`src/rtl/uart_rx_deser_v2_pkg.sv`:
```
// Shared types and constants for the UART RX deserializer slice.
package uart_rx_pkg;

  typedef enum logic [1:0] {
    IDLE      = 2'd0,
    SHIFT     = 2'd1,
    WAIT_DROP = 2'd2
  } state_e;

  localparam int   MIN_LEN  = 5;
  localparam logic PAR_EVEN = 1'b0;
  localparam logic PAR_ODD  = 1'b1;

endpackage

```
`src/rtl/uart_rx_deser_v2_if.sv`:
```
// Bundle between the RX front end / consumer and the deserializer.
interface uart_rx_deser_v2_if #(
  parameter int MAX_WIDTH = 9,
  parameter int CNT_W     = 6
);

  logic                 Sampled_bit;
  logic                 Deser_en;
  logic [CNT_W-1:0]     Prescale;
  logic [CNT_W-1:0]     edgecount;
  logic [3:0]           Data_len;
  logic                 Msb_first;
  logic                 Par_type;
  logic                 Rdy;
  logic [MAX_WIDTH-1:0] P_Data;
  logic                 Data_valid;
  logic                 Exp_par;
  logic                 Frag_err;
  logic                 Overrun;

  modport master (
    output Sampled_bit, Deser_en, Prescale, edgecount, Data_len,
           Msb_first, Par_type, Rdy,
    input  P_Data, Data_valid, Exp_par, Frag_err, Overrun
  );

  modport slave (
    input  Sampled_bit, Deser_en, Prescale, edgecount, Data_len,
           Msb_first, Par_type, Rdy,
    output P_Data, Data_valid, Exp_par, Frag_err, Overrun
  );

endinterface

```
`src/rtl/uart_rx_deser_v2_par_acc.sv`:
```
// Running XOR of the data bits of one word; odd-parity inversion is applied
// on the output so the value can be loaded directly.
module uart_par_acc
  import uart_rx_pkg::*;
(
  input  logic Clk,
  input  logic Rst,
  input  logic clear,
  input  logic en,
  input  logic sample,
  input  logic par_type,
  output logic par
);

  logic acc;

  // A clear cycle that also carries a tick starts the sum with that bit.
  always_ff @(posedge Clk or negedge Rst) begin
    if (!Rst)
      acc <= 1'b0;
    else if (clear)
      acc <= en & sample;
    else if (en)
      acc <= acc ^ sample;
  end

  assign par = acc ^ (par_type == PAR_ODD);

endmodule

```
`src/rtl/uart_rx_deser_v2.sv`:
```
// UART RX deserializer: assembles ticked bits into a right-justified word
// with parity, valid/ready hold, overrun and fragment reporting.
module uart_rx_deser_v2
  import uart_rx_pkg::*;
#(
  parameter int MAX_WIDTH = 9,
  parameter int CNT_W     = 6
) (
  input logic             Clk,
  input logic             Rst,
  uart_rx_deser_v2_if.slave bus
);

  localparam int LEN_W = $clog2(MAX_WIDTH + 1);

  state_e               state_q, state_d;
  logic [MAX_WIDTH-1:0] sh_q, sh_d, word;
  logic [LEN_W-1:0]     cnt_q, cnt_d, len_q, len_d, len_sel;
  logic                 msb_q, msb_d, par_q, par_d;
  logic                 done_q, done_d, frag_d;
  logic                 tick, acc_clear, acc_en, par_word;
  logic [CNT_W-1:0]     last_edge;
  logic [MAX_WIDTH-1:0] p_data;
  logic                 data_valid, exp_par, frag_err, overrun;

  // Prescale=0 wraps to all-ones so the last oversample edge is 2^CNT_W-1.
  assign last_edge = bus.Prescale - CNT_W'(1);
  assign tick      = bus.Deser_en && (bus.edgecount == last_edge);

  assign len_sel = (int'(bus.Data_len) < MIN_LEN || int'(bus.Data_len) > MAX_WIDTH)
                   ? LEN_W'(MAX_WIDTH) : LEN_W'(bus.Data_len);

  assign word = msb_q ? sh_q : (sh_q >> (LEN_W'(MAX_WIDTH) - len_q));

  assign acc_clear = (state_q == IDLE);
  assign acc_en    = tick && (state_q != WAIT_DROP);

  uart_par_acc u_par_acc (
    .Clk      (Clk),
    .Rst      (Rst),
    .clear    (acc_clear),
    .en       (acc_en),
    .sample   (bus.Sampled_bit),
    .par_type (par_q),
    .par      (par_word)
  );

  always_ff @(posedge Clk or negedge Rst) begin
    if (!Rst) begin
      state_q <= IDLE;
      sh_q    <= '0;
      cnt_q   <= '0;
      len_q   <= '0;
      msb_q   <= 1'b0;
      par_q   <= 1'b0;
      done_q  <= 1'b0;
    end else begin
      state_q <= state_d;
      sh_q    <= sh_d;
      cnt_q   <= cnt_d;
      len_q   <= len_d;
      msb_q   <= msb_d;
      par_q   <= par_d;
      done_q  <= done_d;
    end
  end

  always_comb begin
    state_d = state_q;
    sh_d    = sh_q;
    cnt_d   = cnt_q;
    len_d   = len_q;
    msb_d   = msb_q;
    par_d   = par_q;
    done_d  = 1'b0;
    frag_d  = 1'b0;
    case (state_q)
      IDLE: begin
        sh_d  = '0;
        cnt_d = '0;
        if (bus.Deser_en) begin
          len_d   = len_sel;
          msb_d   = bus.Msb_first;
          par_d   = bus.Par_type;
          state_d = SHIFT;
          if (tick) begin
            sh_d  = bus.Msb_first ? MAX_WIDTH'(bus.Sampled_bit)
                                  : {bus.Sampled_bit, {(MAX_WIDTH-1){1'b0}}};
            cnt_d = LEN_W'(1);
          end
        end
      end
      SHIFT: begin
        if (!bus.Deser_en) begin
          frag_d  = 1'b1;
          state_d = IDLE;
        end else if (tick) begin
          sh_d  = msb_q ? {sh_q[MAX_WIDTH-2:0], bus.Sampled_bit}
                        : {bus.Sampled_bit, sh_q[MAX_WIDTH-1:1]};
          cnt_d = cnt_q + LEN_W'(1);
          if (cnt_q + LEN_W'(1) == len_q) begin
            state_d = WAIT_DROP;
            done_d  = 1'b1;
          end
        end
      end
      WAIT_DROP: begin
        if (!bus.Deser_en)
          state_d = IDLE;
      end
      default: state_d = IDLE;
    endcase
  end

  // A load always wins over an acceptance; overrun only if nobody took the old word.
  always_ff @(posedge Clk or negedge Rst) begin
    if (!Rst) begin
      p_data     <= '0;
      data_valid <= 1'b0;
      exp_par    <= 1'b0;
      frag_err   <= 1'b0;
      overrun    <= 1'b0;
    end else begin
      frag_err <= frag_d;
      overrun  <= 1'b0;
      if (done_q) begin
        p_data     <= word;
        exp_par    <= par_word;
        data_valid <= 1'b1;
        overrun    <= data_valid && !bus.Rdy;
      end else if (data_valid && bus.Rdy) begin
        data_valid <= 1'b0;
      end
    end
  end

  assign bus.P_Data     = p_data;
  assign bus.Data_valid = data_valid;
  assign bus.Exp_par    = exp_par;
  assign bus.Frag_err   = frag_err;
  assign bus.Overrun    = overrun;

endmodule

```
`src/flat_wrapper.sv`:
```
// flat-port wrapper written by rule: the top's interface ports become plain ports
module uart_rx_deser_v2_flat import uart_rx_pkg::*;
#(
  parameter int MAX_WIDTH = 9,
  parameter int CNT_W     = 6
)
  (Clk, Rst, bus_Sampled_bit, bus_Deser_en, bus_Prescale, bus_edgecount, bus_Data_len, bus_Msb_first, bus_Par_type, bus_Rdy, bus_P_Data, bus_Data_valid, bus_Exp_par, bus_Frag_err, bus_Overrun);
  uart_rx_deser_v2_if #(.MAX_WIDTH(MAX_WIDTH), .CNT_W(CNT_W)) bus_i ();
  input logic Clk;
  input logic Rst;
  input wire logic [$bits(bus_i.Sampled_bit)-1:0] bus_Sampled_bit;
  input wire logic [$bits(bus_i.Deser_en)-1:0] bus_Deser_en;
  input wire logic [$bits(bus_i.Prescale)-1:0] bus_Prescale;
  input wire logic [$bits(bus_i.edgecount)-1:0] bus_edgecount;
  input wire logic [$bits(bus_i.Data_len)-1:0] bus_Data_len;
  input wire logic [$bits(bus_i.Msb_first)-1:0] bus_Msb_first;
  input wire logic [$bits(bus_i.Par_type)-1:0] bus_Par_type;
  input wire logic [$bits(bus_i.Rdy)-1:0] bus_Rdy;
  output wire logic [$bits(bus_i.P_Data)-1:0] bus_P_Data;
  output wire logic [$bits(bus_i.Data_valid)-1:0] bus_Data_valid;
  output wire logic [$bits(bus_i.Exp_par)-1:0] bus_Exp_par;
  output wire logic [$bits(bus_i.Frag_err)-1:0] bus_Frag_err;
  output wire logic [$bits(bus_i.Overrun)-1:0] bus_Overrun;
  assign bus_i.Sampled_bit = bus_Sampled_bit;
  assign bus_i.Deser_en = bus_Deser_en;
  assign bus_i.Prescale = bus_Prescale;
  assign bus_i.edgecount = bus_edgecount;
  assign bus_i.Data_len = bus_Data_len;
  assign bus_i.Msb_first = bus_Msb_first;
  assign bus_i.Par_type = bus_Par_type;
  assign bus_i.Rdy = bus_Rdy;
  assign bus_P_Data = bus_i.P_Data;
  assign bus_Data_valid = bus_i.Data_valid;
  assign bus_Exp_par = bus_i.Exp_par;
  assign bus_Frag_err = bus_i.Frag_err;
  assign bus_Overrun = bus_i.Overrun;
  uart_rx_deser_v2 #(.MAX_WIDTH(MAX_WIDTH), .CNT_W(CNT_W)) u_core (.Clk(Clk), .Rst(Rst), .bus(bus_i));
endmodule
```
`config.mk`:
```
export PLATFORM = sky130hd
export DESIGN_NAME = uart_rx_deser_v2_flat
export DESIGN_NICKNAME = d
export VERILOG_FILES = /design/src/rtl/uart_rx_deser_v2_pkg.sv /design/src/rtl/uart_rx_deser_v2_if.sv /design/src/rtl/uart_rx_deser_v2_par_acc.sv /design/src/rtl/uart_rx_deser_v2.sv /design/src/flat_wrapper.sv
export SDC_FILE = /design/constraint.sdc
export NUM_CORES = 1
export LEC_CHECK = 0
export CORE_MARGIN = 2
export CORE_UTILIZATION = 50
export CTS_CLUSTER_DIAMETER = 50
export DETAILED_ROUTE_END_ITERATION = 10
export PLACE_DENSITY = 0.77
export SLEW_MARGIN = 15
export SYNTH_ARGS = -nofsm -noshare
export SYNTH_HDL_FRONTEND = slang
export SYNTH_SLANG_ARGS = --single-unit
export TNS_END_PERCENT = 10
```
`constraint.sdc`:
```
create_clock -name Clk -period 2.5 [get_ports Clk]
set_input_delay 0.375 -clock Clk [delete_from_list [all_inputs] [get_ports Clk]]
set_output_delay 0.375 -clock Clk [all_outputs]
set_load 0.01 [all_outputs]
```
==> results.tsv, run 1 <==
stage	metric	value	unit
outcome	status	completed	
logic_synthesis	netlist_area	2350	um2
clock_tree	hold_buffers	0	
sta	maxSlewHeadroom	0.501	
final_layout	mostFrequentLayoutCells	36 x dfrtp_1, 35 x clkdlybuf4s50_1, 31 x nand2_1	
place	gp_congestion	0.928	
final_layout	instances_no_fill	352	
setup_path	cp_max_fo	2	
setup_path	cp_num_cells	6	
logic_synthesis	ys_seq_elements	36	
final_layout	final_common_cell	dfrtp_1	
setup_path	criticalPathCategory	in -> reg	
logic_synthesis	synth_edf_count	0	
clock_tree	clockBufferDepth	2	
sta	finalHoldViolCount	0	
logic_synthesis	synthCells	254	
setup_path	crit_buf_inv	1	
clock_tree	post_cts_buffers	0	
flow_run	cap_viol_max_count	0	
clock_tree	root_buffer	clkbuf_8	
place	dp.cells	345	
clock_tree	clkTransAtPathRegs	0.07	ns
final_layout	synthToLayoutAreaGrowth	25.4	%
drt	drc	0	
setup_path	max_stage_delay	0.54	ns
setup_path	cp_slowest_cell	or4_4	
final_layout	nets	326	
floorplanning	die_height	72.6	um
logic_synthesis	async_reset_ff_frac	1.00	
sta	fmax	431	MHz
global_routing	grt_pass1_vias	2000	
pwr	total_leakage_power	1.30	nW
sta	setup_viol	0	
global_routing	grt_pass1_wl	9270	um
hold_path	holdCritPathClass	in -> async	
logic_synthesis	synthTopCellsByArea	dfrtp_1 38%, nand2_1 4.9%, mux2_2 4.8%	
clock_tree	htree_levels	2	
logic_synthesis	yosys_warnings	0	
sta	finalClockSkew	0.00739	ns
global_routing	grt_usage	0.226	
logic_synthesis	yosysSeqAreaShare	0.383	
drt	viasPerCell	5.94	
floorplanning	io_pins	36	
setup_path	cp_top_family	simple AND/OR/NAND/NOR gates	
floorplanning	die_area	5270	um2
setup_path	worst-r2r-cell-count	5	
place	hpwlAfterDp	3870	um
sta	timing.final.crit_period	2.32	ns
sta	drv_slew	0	
floorplanning	start_util	0.529	
setup_path	cp.arrival	2.54	ns
sta	worst_slew_pin_slew	0.749	ns
setup_path	end_kind	flop	
floorplanning	die_w	72.6	um
sta	rsz0062_at_grt	false	
final_layout	n_antenna_cell	0	
clock_tree	clock_latency	0.29	ns
pwr	peakVddDrop	315	uV
logic_synthesis	ys_types	46	
drt	routedWlPerCell	15.2	um
final_layout	drive_above_1_share	0.163	
logic_synthesis	yosys_most_used_dff	dfrtp_1	
setup_path	cp.required	2.72	ns
drt	first_pass_iters	4	
clock_tree	cts_tree	done	
drt	drt_iter0_drc	162	
place	postPlaceCellArea	2850	um2
global_routing	antenna_found_initial	0	
clock_tree	clock_sinks	36	
drt	via_count	2090	
logic_synthesis	postSynthAreaPerCell	9.26	um2
logic_synthesis	yosys.area.top_type	dfrtp_1	
logic_synthesis	synth_top_area_frac	0.383	
place	port_buffers	35	
clock_tree	cts_resized	0	
clock_tree	cts_buffers	5	
drt	ant_nets	0	
pwr	total_power	0.00136	W
setup_path	path_cells	clkdlybuf4s50_1 > or4_4 > or3_4 > a2111o_1 > o311ai_1 > nor3b_2	
pwr	p_per_area	462	nW/um2
global_routing	overflow	0	
sta	setup_tns	0	ns
global_routing	grt_max_degree	37	
final_layout	final_cell_area	2950	um2
drt	routed_wl	5360	um
floorplanning	rows	24	
floorplanning	coreArea	4440	um2
sta	fin_crit_sh	0.928	
logic_synthesis	syn-num-nets	280	
setup_path	worst_setup_path_start_kind	input pin	
[area by class of cell]
type | count | area [um2]
clock buffers | 7 | 96.3
fillers | 382 | 1490
inverters | 10 | 37.5
multi-input cells | 191 | 1340
flip-flops and latches | 36 | 901
well taps | 52 | 65.1
repair buffers | 56 | 508
[path summary, 6_finish.rpt]
check,from,to,slack (ns)
setup reg to reg,u_core.len_q[0]$_DFFE_PN0P_,u_core.bus.P_Data[0]$_DFFE_PN0P_,0.57
setup / recovery,bus_Prescale[1],u_core.u_par_acc.acc$_DFFE_PN0P_,0.18
max in group asynchronous,Rst,u_core.msb_q$_DFFE_PN0P_,1.68
hold / removal,Rst,u_core.sh_q[7]$_DFFE_PN0P_,0.50
hold reg to reg,u_core.bus.Data_valid$_DFFE_PN0P_,u_core.bus.Data_valid$_DFFE_PN0P_,0.50
min in group Clk,u_core.bus.Data_valid$_DFFE_PN0P_,u_core.bus.Data_valid$_DFFE_PN0P_,0.50
[synthesized netlist by cell type (2+ instances only)]
cell type / count
nor3_1: 2
and3_1: 3
a31oi_1: 4
ha_1: 3
dfrtp_1: 36
nand4_1: 7
xnor2_1: 10
nand2b_1: 3
o311ai_1: 2
a31o_2: 2
xor2_1: 4
mux4_2: 5
a21o_1: 6
o211ai_1: 6
mux2_2: 10
and3b_1: 2
nor2_1: 22
nand3_1: 9
a22oi_1: 4
a221o_1: 2
inv_1: 10
mux2i_1: 11
nor2b_1: 2
and2_1: 2
o21ai_0: 6
nand4b_1: 2
clkbuf_1: 13
a2bb2oi_1: 2
buf_2: 3
a21oi_1: 15
nand2_1: 31
[per-layer routing]
metal,up-vias,track usage,wire length [um]
met5,-,0,0
met4,0,0.0864,123
met3,10,0.0414,294
met2,77,0.370,2610
met1,985,0.300,2330
li1,1018,-,-
[cells by family (layout without fill, tap and decap cells)]
logic type,count (synthesis),in the layout,share of synthesized area
simple gates,92,92,0.195
compound gates,56,56,0.165
flops,36,36,0.383
buf+inv,27,73,0.0463
mux,26,26,0.143
xor+xnor,14,14,0.0521
fa+ha+maj,3,3,0.0160
[through the flow]
step / utilization / hold slack [ns] / setup WS, ns
floorplan: - / 0.0794 / 0.401
global placement: 0.642 / 0.476 / -0.0782
detailed placement: 0.642 / 0.484 / -0.132
CTS: 0.664 / 0.499 / 0.174
global route: 0.664 / 0.528 / 0.0566
finish: 0.664 / 0.497 / 0.180
[flip-flops by register name, summed over array words and instances, names as in the netlist, 2 cells and up]
signal / cells
u_core.len_q: 4
u_core.sh_q: 9
u_core.bus.P_Data: 9
u_core.cnt_q: 4
u_core.state_q: 2
[where the power goes]
| group | internal (W) | leakage [nW] | switching (W) |
|---|---|---|---|
| registers | 0.000603 | 0.487 | 0.0000373 |
| logic | 0.000143 | 0.764 | 0.000128 |
| clock network | 0.000245 | 0.0503 | 0.000208 |
Note: power is estimated with default switching activity, not from simulation.
==> run 2, diff against run 1 <==
- CAP_MARGIN: not set -> 30
- SLEW_MARGIN: 15 -> 10
==> results of run 2 <==
Same layout as run 1: the final DEF is identical, and so are final timing and power.
==> run 3, diff against run 2 <==
- CORE_MARGIN: 2 -> not set
==> run 3 against run 2 <==
  * Non-clock buffer count shrank 7
  * Sequential power about the same
  * Global-route usage grew 1.5 points
  * Final cell count fell by 1.7%
  * Critical path type unchanged
  * Largest cell class unchanged
  * Clock skew is 0.00084 ns lower
  * Sequential cell count is the same
  * The run now ends with DRC left
==> results.tsv, run 3 (same netlist as run 1, synthesis figures left out) <==
stage	metric	value	unit
place	gp_congestion	0.842	
clock_tree	hold_buffers	0	
setup_path	reg2reg_to	u_core.bus.P_Data[3]$_DFFE_PN0P_	
clock_tree	clockBufferDepth	2	
final_layout	drive_above_1_share	0.146	
floorplanning	io_pins	36	
place	hpwlAfterDp	3700	um
drt	routed_wl	5240	um
final_layout	synthToLayoutAreaGrowth	23.4	%
clock_tree	root_buffer	clkbuf_8	
setup_path	cp.arrival	2.56	ns
clock_tree	cts_buffers	5	
sta	maxSlewHeadroom	0.494	
setup_path	r2r_slack	0.64	ns
flow_run	cap_viol_max_count	0	
drt	drc	6	
setup_path	r2r-start	u_core.len_q[0]$_DFFE_PN0P_	
global_routing	overflow	0	
outcome	violations	DRC	
clock_tree	cts_tree	done	
floorplanning	rows	24	
sta	whs	0.492	ns
global_routing	grt_max_degree	37	
global_routing	grt_pass1_wl	9380	um
drt	routedWlPerCell	15.1	um
drt	first_pass_iters	7	
setup_path	worst_setup_path_start_kind	input pin	
final_layout	mostFrequentLayoutCells	36 x dfrtp_1, 35 x clkdlybuf4s50_1, 31 x nand2_1	
clock_tree	clock_latency	0.30	ns
clock_tree	htree_levels	2	
floorplanning	coreArea	4440	um2
pwr	total_leakage_power	1.27	nW
sta	finalClockSkew	0.00655	ns
floorplanning	die_w	70.6	um
setup_path	cp_max_fo	2	
final_layout	nets	319	
global_routing	grt_pass1_vias	1983	
final_layout	utilization	0.653	
global_routing	antenna_found_initial	0	
sta	fmax	429	MHz
floorplanning	die_height	70.6	um
drt	drt_iter0_drc	150	
floorplanning	die_area	4980	um2
sta	timing.final.crit_period	2.33	ns
setup_path	worst-r2r-cell-count	5	
setup_path	crit_path_start	bus_Prescale[1]	
pwr	peakVddDrop	241	uV
outcome	status	finished, violations left	
clock_tree	post_cts_buffers	0	
sta	worst_slew_pin_slew	0.759	ns
final_layout	n_antenna_cell	0	
sta	rsz0062_at_grt	false	
sta	finalHoldViolCount	0	
setup_path	end_kind	flop	
pwr	p_per_area	456	nW/um2
pwr	total_power	0.00132	W
drt	via_count	2041	
hold_path	holdCritPathClass	in -> async	
clock_tree	clkTransAtPathRegs	0.08	ns
setup_path	cp.required	2.73	ns
drt	viasPerCell	5.90	
setup_path	criticalPathCategory	in -> reg	
global_routing	grt_usage	0.241	
drt	ant_nets	0	
final_layout	final_common_cell	dfrtp_1	
floorplanning	start_util	0.529	
sta	drv_slew	0	
place	port_buffers	35	
clock_tree	cts_resized	0	
sta	fin_crit_sh	0.932	
sta	setup_viol	0	
clock_tree	clock_sinks	36	
-- run 3: through the flow --
step / setup slack (ns) / cells / TNS, ns / instance area [um2]
final: 0.170 / 346 / 0 / 2900
after global routing: 0.0684 / 346 / 0 / 2900
after CTS: 0.196 / 346 / 0 / 2900
after detailed placement: -0.119 / 338 / -0.886 / 2810
after global placement: -0.0719 / 338 / -0.454 / 2810
after floorplan: 0.401 / 254 / 0 / 2350
-- run 3: power by group --
part / switching [W] / internal (W) / total, W
Combinational: 0.000126 / 0.000136 / 0.000262
Clock: 0.000229 / 0.000194 / 0.000423
Sequential: 0.0000368 / 0.000602 / 0.000639
Total: 0.000391 / 0.000932 / 0.00132
-- run 3: area by class of cell --
class / count / area [um2]
clock inverter: 3 / 18.8
sequential: 36 / 901
multi-input combinational: 191 / 1340
timing repair buffer: 49 / 468
clock buffer: 5 / 68.8
inverter: 10 / 37.5
fill: 378 / 1540
tap: 52 / 65.1
-- run 3: metal layers --
metal	wire, um	global-route usage	vias up
li1	-	-	1003
met4	87	0.0933	0
met5	0	0	-
met2	2560	0.389	65
met3	237	0.0484	7
met1	2350	0.323	966
-- run 3: worst max-delay path by stage --
stage,endpoint,slack [ns],depth (start not counted)
after floorplan,u_core.cnt_q[3]$_DFFE_PN0P_,0.40,6
after global placement,u_core.cnt_q[3]$_DFFE_PN0P_,-0.07,7
after detailed placement,u_core.u_par_acc.acc$_DFFE_PN0P_,-0.12,6
after CTS,u_core.u_par_acc.acc$_DFFE_PN0P_,0.20,6
after global routing,u_core.u_par_acc.acc$_DFFE_PN0P_,0.07,6
final,u_core.u_par_acc.acc$_DFFE_PN0P_,0.17,6
-- run 3: worst max-delay path, stage by stage --
cell,delay (ns)
clkdlybuf4s50_1,0.42
or4_4,0.53
or3_4,0.35
a2111o_1,0.43
o311ai_1,0.25
nor3b_2,0.20
